==> config.mk <==
export PLATFORM = sky130hd
export DESIGN_NAME = i2c_apb_sequencer
export DESIGN_NICKNAME = d
export VERILOG_FILES = /design/src/rtl/i2c_seq_pkg.sv /design/src/rtl/i2c_rr_arbiter.sv /design/src/rtl/i2c_apb_sequencer.sv
export SDC_FILE = /design/constraint.sdc
export NUM_CORES = 1
export LEC_CHECK = 0
export CORE_ASPECT_RATIO = 0.6
export CORE_UTILIZATION = 45
export DETAILED_ROUTE_END_ITERATION = 7
export PLACE_DENSITY = 0.77
export SETUP_SLACK_MARGIN = 0.15
export SYNTH_ARGS = -nofsm -noshare
export SYNTH_HDL_FRONTEND = slang
export SYNTH_HIERARCHICAL = 1
export SYNTH_SLANG_ARGS = --single-unit
==> constraint.sdc <==
create_clock -name pclk -period 2.15 [get_ports pclk]
set_input_delay 0.43 -clock pclk [delete_from_list [all_inputs] [get_ports pclk]]
set_output_delay 0.43 -clock pclk [all_outputs]
set_load 0.1 [all_outputs]
==> src/rtl/i2c_seq_pkg.sv <==
// ============================================================================
// Module : i2c_seq_pkg
// Brief  : I2C core register map, command/status constants and sequencer states
// Rev    : 1.0
// ============================================================================
`default_nettype none

package i2c_seq_pkg;

  localparam logic [7:0] c_ADDR_SADDR  = 8'h00;
  localparam logic [7:0] c_ADDR_TXDATA = 8'h04;
  localparam logic [7:0] c_ADDR_CMD    = 8'h08;
  localparam logic [7:0] c_ADDR_STATUS = 8'h0C;
  localparam logic [7:0] c_ADDR_RXDATA = 8'h10;

  localparam logic [7:0] c_CMD_START   = 8'h01;
  localparam logic [7:0] c_STAT_BUSY   = 8'h01;
  localparam logic [7:0] c_STAT_NACK   = 8'h02;

  typedef enum logic [2:0] {
    ST_IDLE     = 3'd0,
    ST_ARB      = 3'd1,
    ST_WR_SADDR = 3'd2,
    ST_WR_TX    = 3'd3,
    ST_WR_CMD   = 3'd4,
    ST_POLL     = 3'd5,
    ST_RD_RX    = 3'd6,
    ST_FINISH   = 3'd7
  } state_t;

endpackage

`default_nettype wire

==> src/rtl/i2c_rr_arbiter.sv <==
// ============================================================================
// Module : i2c_rr_arbiter
// Brief  : Round-robin arbiter; search begins at i_ptr and wraps around
// Rev    : 1.0
// ============================================================================
`default_nettype none

module i2c_rr_arbiter #(
  parameter int NUM_REQ = 2,
  parameter int PW      = 1
) (
  input  logic [NUM_REQ-1:0] i_req,
  input  logic [PW-1:0]      i_ptr,
  output logic [NUM_REQ-1:0] o_gnt,
  output logic [PW-1:0]      o_idx,
  output logic               o_valid
);

  always_comb begin
    int k;
    k       = 0;
    o_gnt   = '0;
    o_idx   = '0;
    o_valid = 1'b0;
    for (int i = 0; i < NUM_REQ; i++) begin
      k = int'(i_ptr) + i;
      if (k >= NUM_REQ) k = k - NUM_REQ;
      if (!o_valid && i_req[PW'(k)]) begin
        o_gnt[PW'(k)] = 1'b1;
        o_idx         = PW'(k);
        o_valid       = 1'b1;
      end
    end
  end

endmodule

`default_nettype wire

==> src/rtl/i2c_apb_sequencer.sv <==
// ============================================================================
// Module : i2c_apb_sequencer
// Brief  : Arbitrates requesters and drives an I2C core over APB per transfer
// Rev    : 1.0
// ============================================================================
`default_nettype none

module i2c_apb_sequencer
  import i2c_seq_pkg::*;
#(
  parameter int NUM_REQ      = 2,
  parameter int POLL_TIMEOUT = 1023
) (
  input  logic                 pclk,
  input  logic                 preset,
  input  logic [NUM_REQ-1:0]   req,
  input  logic [NUM_REQ-1:0]   req_rw,
  input  logic [NUM_REQ*7-1:0] req_saddr,
  input  logic [NUM_REQ*8-1:0] req_wdata,
  output logic [NUM_REQ-1:0]   gnt,
  output logic [NUM_REQ-1:0]   done,
  output logic                 err,
  output logic [7:0]           rdata,
  output logic [7:0]           paddr_o,
  output logic                 psel_o,
  output logic                 penable_o,
  output logic                 pwrite_o,
  output logic [7:0]           pwdata_o,
  input  logic [7:0]           prdata_i,
  input  logic                 pready_i
);

  localparam int PW = $clog2(NUM_REQ);
  localparam int CW = $clog2(POLL_TIMEOUT + 1);

  state_t             r_state;
  state_t             w_next_state;
  logic               r_phase;
  logic [NUM_REQ-1:0] r_gnt;
  logic [PW-1:0]      r_ptr;
  logic               r_rw;
  logic [6:0]         r_saddr;
  logic [7:0]         r_wdata;
  logic [CW-1:0]      r_poll_cnt;
  logic               r_err;
  logic [7:0]         r_rdata;

  logic [NUM_REQ-1:0] w_arb_gnt;
  logic [PW-1:0]      w_arb_idx;
  logic               w_arb_valid;
  logic               w_apb_state;
  logic               w_xfer_done;
  logic               w_fin_err;

  i2c_rr_arbiter #(.NUM_REQ(NUM_REQ), .PW(PW)) u_arb (
    .i_req   (req),
    .i_ptr   (r_ptr),
    .o_gnt   (w_arb_gnt),
    .o_idx   (w_arb_idx),
    .o_valid (w_arb_valid)
  );

  assign w_apb_state = r_state inside {ST_WR_SADDR, ST_WR_TX, ST_WR_CMD, ST_POLL, ST_RD_RX};
  assign w_xfer_done = w_apb_state && r_phase && pready_i;

  // r_phase: 0 = SETUP, 1 = ACCESS (held while the core stalls)
  always_ff @(posedge pclk) begin
    if (preset) begin
      r_state <= ST_IDLE;
      r_phase <= 1'b0;
    end else begin
      r_state <= w_next_state;
      r_phase <= w_apb_state ? (r_phase ? !pready_i : 1'b1) : 1'b0;
    end
  end

  always_comb begin
    w_next_state = r_state;
    w_fin_err    = 1'b0;
    case (r_state)
      ST_IDLE:     if (|req) w_next_state = ST_ARB;
      ST_ARB:      w_next_state = w_arb_valid ? ST_WR_SADDR : ST_IDLE;
      ST_WR_SADDR: if (w_xfer_done) w_next_state = r_rw ? ST_WR_CMD : ST_WR_TX;
      ST_WR_TX:    if (w_xfer_done) w_next_state = ST_WR_CMD;
      ST_WR_CMD:   if (w_xfer_done) w_next_state = ST_POLL;
      ST_POLL: begin
        if (w_xfer_done) begin
          if ((prdata_i & c_STAT_BUSY) == 8'h00) begin
            if ((prdata_i & c_STAT_NACK) != 8'h00) begin
              w_next_state = ST_FINISH;
              w_fin_err    = 1'b1;
            end else begin
              w_next_state = r_rw ? ST_RD_RX : ST_FINISH;
            end
          end else if (r_poll_cnt == CW'(POLL_TIMEOUT - 1)) begin
            w_next_state = ST_FINISH;
            w_fin_err    = 1'b1;
          end
        end
      end
      ST_RD_RX:    if (w_xfer_done) w_next_state = ST_FINISH;
      ST_FINISH:   w_next_state = ST_IDLE;
      default:     w_next_state = ST_IDLE;
    endcase
  end

  // Requester fields are snapshotted at grant so later changes cannot disturb the sequence
  always_ff @(posedge pclk) begin
    if (preset) begin
      r_gnt      <= '0;
      r_ptr      <= '0;
      r_rw       <= 1'b0;
      r_saddr    <= '0;
      r_wdata    <= '0;
      r_poll_cnt <= '0;
      r_err      <= 1'b0;
      r_rdata    <= '0;
    end else begin
      r_err <= w_fin_err;
      if (r_state == ST_ARB && w_arb_valid) begin
        r_gnt      <= w_arb_gnt;
        r_ptr      <= (int'(w_arb_idx) == NUM_REQ - 1) ? '0 : w_arb_idx + 1'b1;
        r_rw       <= req_rw[w_arb_idx];
        r_saddr    <= req_saddr[int'(w_arb_idx)*7 +: 7];
        r_wdata    <= req_wdata[int'(w_arb_idx)*8 +: 8];
        r_poll_cnt <= '0;
      end
      if (r_state == ST_POLL && w_xfer_done) r_poll_cnt <= r_poll_cnt + 1'b1;
      if (r_state == ST_RD_RX && w_xfer_done) r_rdata <= prdata_i;
    end
  end

  always_comb begin
    gnt       = '0;
    done      = '0;
    err       = 1'b0;
    psel_o    = w_apb_state;
    penable_o = w_apb_state && r_phase;
    paddr_o   = '0;
    pwrite_o  = 1'b0;
    pwdata_o  = '0;
    case (r_state)
      ST_WR_SADDR: begin paddr_o = c_ADDR_SADDR;  pwrite_o = 1'b1; pwdata_o = {r_saddr, r_rw}; end
      ST_WR_TX:    begin paddr_o = c_ADDR_TXDATA; pwrite_o = 1'b1; pwdata_o = r_wdata; end
      ST_WR_CMD:   begin paddr_o = c_ADDR_CMD;    pwrite_o = 1'b1; pwdata_o = c_CMD_START; end
      ST_POLL:     paddr_o = c_ADDR_STATUS;
      ST_RD_RX:    paddr_o = c_ADDR_RXDATA;
      default:     ;
    endcase
    if (r_state != ST_IDLE && r_state != ST_ARB) gnt = r_gnt;
    if (r_state == ST_FINISH) begin
      done = r_gnt;
      err  = r_err;
    end
  end

  assign rdata = r_rdata;

endmodule

`default_nettype wire

==> results of run 1 <==
state kept, by name (all words and copies together), names as in the netlist:
signal and flops:
r_err 1, r_gnt 2, r_phase 1, r_poll_cnt 10, r_ptr 1, r_rw 1
r_saddr 7, r_state 3, r_wdata 8, rdata 8
kinds of logic after synthesis:
logic type	after synthesis	synth area share
AO/OA/AOI/OAI	46	0.1412
buffers and inverters	30	0.06890
flip-flops	42	0.3827
adder cells (fa/ha/maj)	2	0.01139
multiplexers	35	0.1606
AND/OR/NAND/NOR	100	0.2318
other	2	0.003418
worst min-delay path, delay by kind of cell (launching register included):
family,cells,cell delay (ps)
flops,1,320
simple gates,1,50
compound gates,1,50
where the power goes:
group	total, W	switching [W]	leakage [nW]	internal, W
Sequential	0.000838	0.0000282	0.343	0.000810
Clock	0.000616	0.000275	0.0579	0.000342
Combinational	0.000442	0.000233	0.834	0.000209
through the flow:
step	instance area, µm²	hold WS [ps]	utilization
final	3472	470.1	0.7490
after global placement	3299	450.9	0.7117
after floorplan	2345	439.9	-
after detailed placement	3299	461.6	0.7117
after CTS	3417	468.6	0.7371
after global routing	3472	488.1	0.7490
worst paths after layout:
kind,from,to,slack [ps]
max,r_state[2],paddr_o[2],230
min,r_gnt[1],r_gnt[1],470
max reg2reg,r_poll_cnt[4],r_state[1],500
min reg2reg,r_gnt[1],r_gnt[1],470
layout by cell type (no fill, tap or decap), types with 3 or more instances in the layout:
cell	n
buf_4	24
nand2_1	13
inv_1	3
nand3_1	5
clkbuf_8	5
nor2_1	36
nor2_4	8
a31oi_1	3
nor4_1	3
buf_12	22
a211oi_1	17
a21oi_1	10
clkdlybuf4s50_1	44
nor3_1	6
o21ai_0	4
and2_1	3
dfxtp_1	39
mux2i_1	33
conb_1	6
final cells by class:
type | instances | area, µm²
clock buffer | 5 | 68.82
clock inverter | 3 | 40.04
fill | 347 | 1164
inverter | 4 | 18.77
multi-input combinational | 189 | 1344
sequential | 42 | 849.6
tap | 63 | 78.83
timing repair buffer | 91 | 1072
layer usage:
layer / up-vias / share of wire / global-route usage
met5: - / 0 / 0
met4: 0 / 0.0079 / 0.06473
met3: 5 / 0.043 / 0.04645
met2: 51 / 0.47 / 0.3742
met1: 960 / 0.48 / 0.3238
li1: 1054 / - / -
timing repair:
item	4_1_cts	5_1_grt
pin swaps	0	0
setup endpoints to repair	6	4
buffers inserted	0	5
resized for setup	3	2
==> qor.csv, run 1 <==
metric,value,unit
diode count,0,
number of flops mapped to enable cells by yosys,0,
Worst Path Buf+Inv,2,
Hold Buf Count CTS,0,
Post-Synthesis Cell Area,0.002197,mm²
NumNets Final,380,
status,"complete, no violations",
Cell variety after synth,46,
CP Depth,4,
worst vdd rail ir drop,0.4635,mV
residual DRC count,0,
port buffer count,71,
clk sinks,42,
post-synth top area share,0.3827,
CP Capture Type,output pin,
critical path type,reg -> out,
Fin Setup TNS,0,ps
first-pass GRT wire length,9349,µm
Power Dens Cells,546.1,mW/mm²
WP data arrival,1490,ps
CTS Root Cell,clkbuf_8,
Fin. Hold Viols,0,
Rel. slew slack,0.6647,
post-synth top area cell,dfxtp_1,
grt total ovfl,0,
"FFs w/ async S/R, synth",0,
wire length per cell,14.32,µm
routed vias/inst,5.214,
slowest stage cell on the critical path,dfxtp_4,
"flops & latches, synth",42,
Final WS setup,226.2,ps
# rows,19,
crit-path cells,"nand2b_1, buf_4, a21boi_4, buf_12",
Pins Over Slew Limit,0,
worst-margin pin slew,498.3,ps
Vias,2070,
largest cells by area after synthesis,"dfxtp_1 38%, mux2i_1 15%, nor2_1 7.7%, a211oi_1 5.8%, buf_4 2.7%",
FMAX,0.5198,GHz
"top cells by count, synth","45 x nor2_1, 42 x dfxtp_1, 33 x mux2i_1, 17 x a211oi_1, 13 x nand2_1",
Clock Tree Buf Depth,2,
Tot Pwr,0.001896,W
CP max FO,14,
total routed wirelength,5684,µm
cell family with most CP delay,buffers and inverters,
Placer Congestion,0.9006,
I/O pin cnt,77,
share of cells above drive strength 1,0.2635,
CP required,1720,ps
most common cell in the netlist,nor2_1,
crit start category,register,
RSZ-0062 raised after global routing,false,
core area,0.004636,mm²
largest net degree at the start of global routing,38,
DP Worst Slack,169.7,ps
CTS tree,done,
top_reg_cell synth,dfxtp_1,
Worst-path clk slew,80,ps
Iter 0 DRT Violations,73,
Horiz. Die Dim,92.21,µm
Die Footprint,0.005175,mm²
Syn Area/Cell,8.549,µm²
# placed instances,384,
initial antenna violation count,0,
Synth Instances,257,
Final Non-Filler Cells,397,
CTS Buf Count,5,
r2r worst-path depth,4,
WHS Path Cells,2,
vias in the first global route,1958,
Post-DP HPWL,4123,µm
Worst path max stage delay,410,ps
post-synthesis sequential area ratio,0.3827,
Fin Clk Skew,3.796,ps
Total Routing Usage GR,0.2346,
Skew-Pair Late Insertion Delay,300,ps
Leak Pwr,1.235,nW
Final ANT Viol Nets,0,
H-tree depth,2,
max_cap viols,0,
final period utilization,0.8948,
DIE HEIGHT,56.13,µm
initial core utilization,0.4740,
area grow syn2layout,58.03,%
Period minus WS final,1924,ps
yosys warns,6,
Hold Path Class,reg -> reg,
drt first pass iters,4,
Final setup viols,0,
Note: power is estimated with default switching activity, not from simulation.
==> run 2, diff against run 1 <==
--- a/config.mk
+++ b/config.mk
@@ -8,6 +8,7 @@
 export CORE_ASPECT_RATIO = 0.6
 export CORE_UTILIZATION = 45
 export DETAILED_ROUTE_END_ITERATION = 7
+export HOLD_SLACK_MARGIN = 0.12
 export PLACE_DENSITY = 0.77
 export SETUP_SLACK_MARGIN = 0.15
 export SYNTH_ARGS = -nofsm -noshare
==> results of run 2 <==
No change in the layout: final DEF, timing and power equal those of run 1.
==> run 3, diff against run 2 <==
--- a/config.mk
+++ b/config.mk
@@ -6,10 +6,11 @@
 export NUM_CORES = 1
 export LEC_CHECK = 0
 export CORE_ASPECT_RATIO = 0.6
-export CORE_UTILIZATION = 45
+export CORE_UTILIZATION = 42
+export CTS_BUF_LIST = sky130_fd_sc_hd__clkbuf_8
 export DETAILED_ROUTE_END_ITERATION = 7
 export HOLD_SLACK_MARGIN = 0.12
-export PLACE_DENSITY = 0.77
+export PLACE_DENSITY = 0.75
 export SETUP_SLACK_MARGIN = 0.15
 export SYNTH_ARGS = -nofsm -noshare
 export SYNTH_HDL_FRONTEND = slang
==> constraint.sdc (replaced) <==
create_clock -name pclk -period 1.7 [get_ports pclk]
set_input_delay 0.34 -clock pclk [delete_from_list [all_inputs] [get_ports pclk]]
set_output_delay 0.34 -clock pclk [all_outputs]
set_load 0.1 [all_outputs]
==> run 3 against run 2 <==
Effect of this change:
- the flow now finishes with violations (negative setup slack)
- count of clock-buffer cells in the layout stayed put
- clock skew rose by 8.8 ps
- via count increased by 27%
- worst hold slack better by 38 ps
- non-clock buffer count up 40
- sequential share of layout area is 4.9 points lower
- first-iteration DRC count grew to 2.6 times the previous value
- cell count grew 9.8%
- clock power rose by 6.8%
- combinational power rose by 81%
- highest routed layer unchanged
==> qor.csv, run 3 (synthesis gave the netlist of run 1 again) <==
metric,value,unit
status,finished with violations,
failing checks,negative setup slack,
routed vias/inst,6.050,
critical path type,reg -> reg,
Biggest register,r_poll_cnt,
diode count,0,
Fin Clk Skew,12.62,ps
Final ANT Viol Nets,0,
worst r2r src,r_state[2],
"commonest cells after routing, fill and taps aside","43 x clkdlybuf4s50_1, 37 x dfxtp_1, 32 x buf_4",
r2r setup slk,-80,ps
CP max FO,6,
Leak Pwr,1.626,nW
I/O pin cnt,77,
r2r worst-path depth,6,
Tot Pwr,0.002546,W
Hold Path Class,reg -> reg,
CTS Root Cell,clkbuf_8,
CTS tree,done,
Placer Congestion,0.8415,
Final setup viols,16,
H-tree depth,2,
met2 Use GR,0.4122,
final period utilization,1.047,
Clock Tree Buf Depth,2,
GRT busiest layer,met2,
first-pass GRT wire length,11120,µm
DIE HEIGHT,58.03,µm
Power Dens Cells,583.3,mW/mm²
Vias,2638,
Post-DP HPWL,4365,µm
port buffer count,71,
drt first pass iters,5,
# rows,19,
Die Footprint,0.005534,mm²
Fin. Hold Viols,0,
M1 GR Usage,0.3727,
WHS Path Cells,2,
CTS Buf Count,5,
vias in the first global route,2300,
origin of the worst min-delay path,r_gnt[1],
WP data arrival,2030,ps
Worst-path clk slew,90,ps
Horiz. Die Dim,95.38,µm
initial antenna violation count,0,
number of flip-flops in the largest register,10,
area grow syn2layout,98.63,%
Skew-Pair Late Insertion Delay,310,ps
Hold Buf Count CTS,0,
NumNets Final,420,
crit start category,register,
Final WS setup,-80.71,ps
FMAX,0.5616,GHz
Hold Path End,r_gnt[1],
worst r2r dst,r_poll_cnt[6],
CP required,1950,ps
worst vdd rail ir drop,0.5588,mV
Period minus WS final,1781,ps
CP Capture Type,register,
core area,0.004802,mm²
residual DRC count,0,
Fin Setup TNS,-402.7,ps
met3 Use GR,0.04987,
"commonest non-fill, non-tap cell in the layout",clkdlybuf4s50_1,
clk sinks,42,
share of cells above drive strength 1,0.4853,
largest net degree at the start of global routing,33,
wire length per cell,21.36,µm
Total Routing Usage GR,0.2641,
total routed wirelength,9311,µm
grt total ovfl,0,
# fillers,173,
Pins Over Slew Limit,0,
max_cap viols,0,
Iter 0 DRT Violations,193,
initial core utilization,0.4575,
RSZ-0062 raised after global routing,true,
[run 3: how the worst max path moves through the flow]
stage               slack, ps  startpoint  cells after the start            end
finish                    -80  r_state[2]                      6  r_poll_cnt[6]
global route             -150  r_state[2]                      8     r_wdata[6]
CTS                         3  r_state[2]                      6    pwdata_o[0]
detailed placement       -150    pready_i                      5  r_poll_cnt[6]
global placement         -140    pready_i                      5  r_poll_cnt[6]
floorplan                -270  r_state[2]                      4      penable_o
[run 3: timing repair]
item | in CTS | in global routing
endpoints found under the setup margin | 21 | 56
cloned | 3 | 1
pin swaps | 18 | 28
setup buffers | 18 | 9
resized for setup | 45 | 68
[run 3: worst max-delay path: stages, from the launching register on]
cell      delay [ps]
dfxtp_4          410
buf_6            130
buf_6            120
nand3b_4         100
or2_4            300
or4_1            520
a21oi_1          140
[run 3: final cells by class]
class	count	area, µm²	share of cell area
clock inverters	2	10.01	0.002294
well taps	63	78.83	0.01806
flip-flops and latches	42	854.6	0.1958
inverters	4	18.77	0.004300
multi-input cells	189	1710	0.3919
clock buffers	5	68.82	0.01577
repair buffers	131	1623	0.3718
[run 3: routing by layer]
metal  up-vias  part of all wire
li1       1138                 -
met1      1272              0.41
met2       182              0.47
met3        46             0.081
met4         0             0.039
met5         -                 0
[run 3: through the flow]
step | util | cell area (µm²) | instances | setup WS [ps] | hold WS, ps
final | 0.9088 | 4364 | 436 | -80.71 | 508.4
after global routing | 0.9088 | 4364 | 436 | -152.7 | 533.6
after floorplan | - | 2394 | 261 | -272.8 | 445.0
after global placement | 0.7379 | 3543 | 398 | -144.0 | 453.8
after CTS | 0.8275 | 3974 | 426 | 2.656 | 478.8
after detailed placement | 0.7379 | 3543 | 398 | -153.2 | 459.4
[run 3: where the power goes]
part | internal (W) | switching, W
Clock | 0.000277 | 0.000381
Sequential | 0.00102 | 0.0000613
Combinational | 0.000396 | 0.000406
